File: src/rtl/add5_operand_sequencer.sv
// Operand sequencer for an external 5-bit ripple adder (fulladder5).
// Optional decimal adjust at capture: define ADD5_BCD_CORRECT_EN.
//
// Ports:
//   clk, rst            clock, synchronous active-high reset
//   in_data/valid/ready operand stream (A then B), 5 bits per beat
//   in_cin, in_chain    carry-in select, sampled with operand A
//   add_a4/add_a/add_b4/add_b/add_cin  operand pins driven to the adder
//   add_sum, add_carry  adder result pins
//   res_data/carry/ovf  captured result, res_valid/res_ready handshake
//   busy                high whenever not idle
module add5_operand_sequencer #(
  parameter int unsigned SETTLE_CYC = 1
) (
  input  logic       clk,
  input  logic       rst,
  input  logic [4:0] in_data,
  input  logic       in_valid,
  output logic       in_ready,
  input  logic       in_cin,
  input  logic       in_chain,
  output logic       add_a4,
  output logic [3:0] add_a,
  output logic       add_b4,
  output logic [3:0] add_b,
  output logic       add_cin,
  input  logic [4:0] add_sum,
  input  logic       add_carry,
  output logic [4:0] res_data,
  output logic       res_carry,
  output logic       res_ovf,
  output logic       res_valid,
  input  logic       res_ready,
  output logic       busy
);

  typedef enum logic [1:0] {
    IDLE,
    GET_B,
    EXEC,
    DONE
  } state_t;

  state_t     r_state;
  state_t     w_next;
  logic [3:0] r_cnt;
  logic       r_last_carry;
  logic [4:0] r_a;
  logic [4:0] r_b;
  logic       r_cin;
  logic [4:0] r_res_data;
  logic       r_res_carry;
  logic       r_res_ovf;
  logic       r_res_valid;

  logic       w_ld_a;
  logic       w_ld_b;
  logic       w_cap;
  logic       w_ack;
  logic [4:0] w_cap_data;
  logic       w_cap_carry;
  logic       w_cap_ovf;

  always_comb begin
    w_next = r_state;
    w_ld_a = 1'b0;
    w_ld_b = 1'b0;
    w_cap  = 1'b0;
    w_ack  = 1'b0;
    unique case (r_state)
      IDLE: begin
        if (in_valid) begin
          w_ld_a = 1'b1;
          w_next = GET_B;
        end
      end
      GET_B: begin
        if (in_valid) begin
          w_ld_b = 1'b1;
          w_next = EXEC;
        end
      end
      EXEC: begin
        if (r_cnt == 4'd0) begin
          w_cap  = 1'b1;
          w_next = DONE;
        end
      end
      DONE: begin
        if (res_ready) begin
          w_ack  = 1'b1;
          w_next = IDLE;
        end
      end
      default: w_next = IDLE;
    endcase
  end

`ifdef ADD5_BCD_CORRECT_EN
  // Decimal adjust on the full 6-bit raw sum; digit >9 rolls by +6.
  logic [5:0] w_raw;
  logic       w_gt9;
  assign w_raw       = {add_carry, add_sum};
  assign w_gt9       = (w_raw > 6'd9);
  assign w_cap_data  = w_gt9 ? {1'b1, w_raw[3:0] + 4'd6}
                             : {1'b0, w_raw[3:0]};
  assign w_cap_carry = w_gt9;
  assign w_cap_ovf   = 1'b0;
`else
  assign w_cap_data  = add_sum;
  assign w_cap_carry = add_carry;
  // Signed overflow: like-signed operands, result sign differs.
  assign w_cap_ovf   = (r_a[4] == r_b[4]) &&
                       (add_sum[4] != r_a[4]);
`endif

  always_ff @(posedge clk) begin
    if (rst) begin
      r_state <= IDLE;
    end else begin
      r_state <= w_next;
    end
  end

  always_ff @(posedge clk) begin
    if (rst) begin
      r_a          <= 5'd0;
      r_b          <= 5'd0;
      r_cin        <= 1'b0;
      r_cnt        <= 4'd0;
      r_last_carry <= 1'b0;
      r_res_data   <= 5'd0;
      r_res_carry  <= 1'b0;
      r_res_ovf    <= 1'b0;
      r_res_valid  <= 1'b0;
    end else begin
      if (w_ld_a) begin
        r_a   <= in_data;
        r_cin <= in_chain ? r_last_carry : in_cin;
      end
      if (w_ld_b) begin
        r_b   <= in_data;
        r_cnt <= 4'(SETTLE_CYC - 1);
      end else if (r_state == EXEC && r_cnt != 4'd0) begin
        r_cnt <= r_cnt - 4'd1;
      end
      if (w_cap) begin
        r_res_data   <= w_cap_data;
        r_res_carry  <= w_cap_carry;
        r_res_ovf    <= w_cap_ovf;
        r_last_carry <= w_cap_carry;
        r_res_valid  <= 1'b1;
      end else if (w_ack) begin
        r_res_valid  <= 1'b0;
      end
    end
  end

  assign in_ready  = (r_state == IDLE) || (r_state == GET_B);
  assign busy      = (r_state != IDLE);
  assign add_a4    = r_a[4];
  assign add_a     = r_a[3:0];
  assign add_b4    = r_b[4];
  assign add_b     = r_b[3:0];
  assign add_cin   = r_cin;
  assign res_data  = r_res_data;
  assign res_carry = r_res_carry;
  assign res_ovf   = r_res_ovf;
  assign res_valid = r_res_valid;

endmodule

File: config.mk
export PLATFORM = sky130hd
export DESIGN_NAME = add5_operand_sequencer
export DESIGN_NICKNAME = d
export VERILOG_FILES = /design/src/rtl/add5_operand_sequencer.sv
export SDC_FILE = /design/constraint.sdc
export NUM_CORES = 1
export LEC_CHECK = 0
export ABC_AREA = 1
export BUFFER_PORTS_ARGS = -buffer_cell sky130_fd_sc_hd__clkbuf_2
export CAP_MARGIN = 20
export CORE_MARGIN = 2
export CORE_UTILIZATION = 44
export DETAILED_ROUTE_END_ITERATION = 6
export PLACE_DENSITY = 0.7
export SYNTH_ARGS = -nofsm -noshare
export SYNTH_HDL_FRONTEND = slang
export SYNTH_SLANG_ARGS = --single-unit
File: constraint.sdc
create_clock -name clk -period 1.15 [get_ports clk]
set_input_delay 0.115 -clock clk [delete_from_list [all_inputs] [get_ports clk]]
set_output_delay 0.115 -clock clk [all_outputs]
set_load 0.005 [all_outputs]
Word level (Yosys, flattened, before mapping)
Cells that the tools add are included.
{ "totals": {"ff_bits": 25, "out_inout_bits": 21, "wordCells": 44, "in_bits": 17} }
{ "op_classes": {"muxes": 15, "eq_ne": 9, "reduce_logical": 10, "addsub": 1} }
{ "ops": {"columns": ["operator", "count"], "rows": [
  ["2-to-1 mux 1 bit", 10],
  ["2-to-1 mux 2 bit", 4],
  ["!= test 2 bit (second input constant)", 4],
  ["case mux 2 bit (4 select lines)", 1],
  ["equality test 2 bit (second input constant)", 2],
  ["logical NOT 4 bit", 1],
  ["AND reduction 4 bit", 1],
  ["nonzero test 2 bit", 2],
  ["nonzero test 4 bit", 1],
  ["subtractor 4 x 1 -> 4 bit (second input constant)", 1],
  ["equality test 2 x 1 -> 1 bit (second input constant)", 1],
  ["logical AND 1 bit", 2],
  ["logical NOT 2 bit", 1],
  ["OR reduction 2 bit", 1],
  ["equality test 1 bit", 1],
  ["logical OR 1 bit", 1],
  ["!= test 1 bit", 1]
]} }

Longest topological paths before layout
{ "logic_depth": {"depth_word": 4, "ltp_mapped": 8, "mapped_depth_nobuf": 8} }

Least setup slack after synthesis
No wires, ideal clock.
{ "synth_path": {"path_kind": "register to register", "from": "register r_state[0]", "to": "register r_res_ovf, in the netlist res_ovf", "slack_ns": -0.049, "t_arrival_ns": 1.078, "n_path_buf": 1, "stages_incl_launch_ff": 8, "path_cell_list": "dfxtp_1 -> inv_1 -> ha_1 -> buf_6 -> nand4_4 -> clkinv_4 -> nand2_1 -> a21oi_1"} }
{ "synth_between": {"elab_chain_len": 2} }
{ "synth_lines": {"columns": ["item", "line_no", "source"], "rows": [
  ["from (decl)", "44", "state_t r_state;"],
  ["from (signal assigned)", "121", "r_state <= w_next;"],
  ["equality test 2 bit", "70", "unique case (r_state)"],
  ["2-to-1 mux 1 bit", "70", null],
  ["to (signal assigned)", "150", "r_res_ovf <= w_cap_ovf;"],
  ["to (decl)", "53", "logic r_res_ovf;"]
]} }
Every way passes these cells.
A chain may end at the register's enable or synchronous reset.

Worst setup path in the final report
{ "layout_path": {"from": "register r_state[0]", "to": "output port in_ready"} }
{ "layout_between": {"elab_chain_len": 2, "word_cells_on_any_way": 3, "cone_classes": "eq/ne: 1; reduce/logical: 2"} }
{ "layout_lines": {"columns": ["item", "line_no", "source"], "rows": [
  ["equality test 2 x 1 -> 1 bit or logical NOT 2 bit (tied branches)", "159", "assign in_ready = (r_state == IDLE) || (r_state == GET_B);"],
  ["logical OR 1 bit (*)", "159", null],
  ["to (decl)", "19", "output logic in_ready,"]
]} }
Mark *: on every way between the ends. The rest lies on a longest branch, timed or not.

==> flow_metrics.tcl <==
set metrics [dict create \
    die_h_um 54.8 \
    numClockSinks 25 \
    r2r_end "r_cnt[3]$_SDFFE_PP0P_" \
    synth.top_cells.by_area "sky130_fd_sc_hd__dfxtp_1 (44%), sky130_fd_sc_hd__nand2_1 (9.6%), sky130_fd_sc_hd__nor2_1 (7.9%)" \
    outcome "finished, violations left" \
    nets 230 \
    final-seq-area_sq_um 503 \
    timing.fmax_ghz 0.725 \
    cts_made_buffers 3 \
    grtUsageTotal 0.205 \
    grt.overflow.total 0 \
    synthesis.nets 173 \
    crit_arrival_ns 1.27 \
    final.setup.worst_slack_ns -0.230 \
    proportion_of_netlist_area_held_by_the_largest_area_contributor 0.441 \
    routed_wire_length_per_instance_um 12.3 \
    postRouteAntennaNets 0 \
    final_cells 236 \
    worstMarginPinSlew_ns 0.408 \
    floorplan.io_pins 38 \
    post_place_setup_slack_ns -0.119 \
    postSynth.topFlopCell "sky130_fd_sc_hd__dfxtp_1" \
    fin_hold_ws_ns 0.00611 \
    fin_skew_ns 0.00534 \
    via_count_of_the_first_global_routing_pass 1050 \
    ir_drop_mv 1.40 \
    buffer_ports.inserted 37 \
    global_route_wire_length_before_repair_um 4370 \
    detailroute.via_count 1121 \
    timing.critical_path.to_type "output port" \
    drt-initial-drc-count 12 \
    crit_fanout 2 \
    cts_tree "built" \
    num_antenna_cells 0 \
    drt_drc_violations_left 0 \
    globalplace.congestion 0.738 \
    start_util 0.462 \
    placedCellCount 227 \
    syn_avg_cell_area_sq_um 7.57 \
    max-clock-path-buffers 2 \
    critical_path.reg2reg.startpoint "r_state[1]$_SDFFE_PP0P_" \
    failed_checks "negative setup slack" \
    hold_path_class "in -> reg" \
    cts_hold_repair.buffers 0 \
    ff2ff_path_depth 7 \
    rows 18 \
    layout_cell_share_with_drive_strength_beyond_1 0.481 \
    filler_cell_count 207 \
    core-area_sq_um 2450 \
    routed_wl_um 2890 \
    hold_violations 0 \
    synthesis_stage_register_bit_count 25 \
    total_of_max_cap_violations 0 \
    async_flop_share 0 \
    clock_tree.root_cell "sky130_fd_sc_hd__clkbuf_4" \
    critical_path.startpoint_type "flip-flop" \
    final-max-slew-violation-count 0 \
    avgViaCountPerCell 4.75 \
    required_ns 1.03 \
    syn_inst 150 \
    synth_enable_flop_cells 0 \
    type_of_the_worst_setup_path "reg -> out" \
    static-leakage-power_nw 0.791 \
    multiInputGateArea_sq_um 679 \
    pin_count_of_the_biggest_net_entering_global_routing 14 \
    post_synth_num_cell_types 22 \
    crit_path_end "in_ready" \
    place.detailed.hpwl_um 2010 \
    die_area_sq_um 3000 \
    ctsHtreeMaxLevel 1 \
    worstSetupStartpoint "r_state[0]$_SDFFE_PP0P_" \
    synth_top_area_cell "sky130_fd_sc_hd__dfxtp_1" \
    top_post_synthesis_cells_by_count "sky130_fd_sc_hd__nand2_1 (29), sky130_fd_sc_hd__dfxtp_1 (25), sky130_fd_sc_hd__nor2_1 (24)" \
    fin_crit_sh 1.20 \
    setup_violations 26 \
    firstDrtPassIters 4 \
    synth.most_common_cell "sky130_fd_sc_hd__nand2_1" \
    mapped_area_sq_um 1130 \
    power.density_nw_per_um2 2090 \
    r2r_slack_ns -0.20 \
    grt_antenna_before_repair 0 \
    flow.area_growth_from_synthesis_pct 46.6 \
    floorplan.die.width_um 54.8 \
    finalCriticalPeriod_ns 1.38 \
    yosysWarningCount 0 \
    timing.slew.headroom 0.727 \
    clk_pin_slew_ns 0.14 \
    clock_latency_ns 0.32 \
    synth_sequential_area_ratio 0.441 \
    grt_setup_unrepaired "true" \
]
## report_power, final
part / internal [mW] / total [mW] / switching, mW
sequential: 1.07 / 1.20 / 0.129
combinational: 0.901 / 1.88 / 0.982
clock: 0.136 / 0.396 / 0.261
total: 2.10 / 3.48 / 1.37
## layout by cell type, fill, tap and decap left out, types with 3 or more instances in the layout
cell                        n
sky130_fd_sc_hd__a21oi_1   11
sky130_fd_sc_hd__buf_4     13
sky130_fd_sc_hd__buf_6      4
sky130_fd_sc_hd__clkbuf_2  37
sky130_fd_sc_hd__clkbuf_4   3
sky130_fd_sc_hd__dfxtp_1   23
sky130_fd_sc_hd__ha_4       4
sky130_fd_sc_hd__inv_1     11
sky130_fd_sc_hd__inv_2      5
sky130_fd_sc_hd__nand2_1   24
sky130_fd_sc_hd__nand2_2    5
sky130_fd_sc_hd__nand2_4    3
sky130_fd_sc_hd__nand3_1    5
sky130_fd_sc_hd__nor2_1    20
sky130_fd_sc_hd__nor2_2     3
sky130_fd_sc_hd__nor2_4     3
sky130_fd_sc_hd__o21ai_1    6
sky130_fd_sc_hd__o21ai_2    4
## stage by stage
step	setup TNS (ns)	utilization	cell area [sq um]	power (mW)
after floorplan	0	-	1140	1.98
after global placement	-1.04	0.586	1440	2.50
after detailed placement	-1.76	0.586	1440	2.55
after CTS	-1.75	0.656	1610	3.34
after global routing	-3.94	0.678	1660	3.74
final	-2.22	0.678	1660	3.48
## critical path, cell delays in order, from the launching register on
cell                       delay [ns]
sky130_fd_sc_hd__dfxtp_2         0.35
sky130_fd_sc_hd__buf_6           0.11
sky130_fd_sc_hd__ha_4            0.15
sky130_fd_sc_hd__or2_4           0.22
sky130_fd_sc_hd__clkbuf_2        0.11
## worst min path at each step
| stage | startpoint | depth (start not counted) | slack [ns] | end |
|---|---|---|---|---|
| floorplan | add_sum[0] | 2 | 0.26 | res_data[0]$_SDFFE_PP0P_ |
| global placement | add_carry | 3 | 0.36 | res_carry$_SDFFE_PP0P_ |
| detailed placement | add_carry | 3 | 0.35 | res_carry$_SDFFE_PP0P_ |
| CTS | add_carry | 3 | 0.002 | res_carry$_SDFFE_PP0P_ |
| global route | add_sum[3] | 3 | 0.006 | res_data[3]$_SDFFE_PP0P_ |
| finish | add_sum[1] | 3 | 0.006 | res_data[1]$_SDFFE_PP0P_ |
## per-layer routing
layer | vias up | GRT usage | share of wire | wire, um
li1 | 595 | - | - | -
met1 | 494 | 0.249 | 0.42 | 1230
met2 | 28 | 0.353 | 0.52 | 1520
met3 | 4 | 0.0328 | 0.036 | 104
met4 | 0 | 0.0875 | 0.016 | 46
met5 | - | 0 | 0 | 0
## state kept, by name, indices dropped and copies added, names as in the netlist
register / cells
res_valid: 1
add_cin: 1
res_data: 5
res_carry: 1
r_cnt: 4
r_b: 5
res_ovf: 1
r_state: 2
r_a: 5
## kinds of logic (layout without fill, tap and decap cells)
logic type,Yosys count,count (layout),synth area share
adders and majority gates,6,6,0.0662
AOI/OAI and AO/OA,28,28,0.131
buffers and inverters,23,78,0.0893
and+or+nand+nor,68,69,0.272
DFF,25,25,0.441
## layout make-up
type | count | share of cell area
clock buffers | 4 | 0.0158
inverters | 20 | 0.0541
multi-input cells | 103 | 0.408
flip-flops and latches | 25 | 0.302
well taps | 30 | 0.0226
repair buffers | 54 | 0.197
## timing repair
action,CTS,global route
buffers inserted,4,0
cloned,1,0
resized for setup,38,18
endpoints found under the setup margin,26,27
pin swaps,7,1
Note: power is estimated with default switching activity, not from simulation.
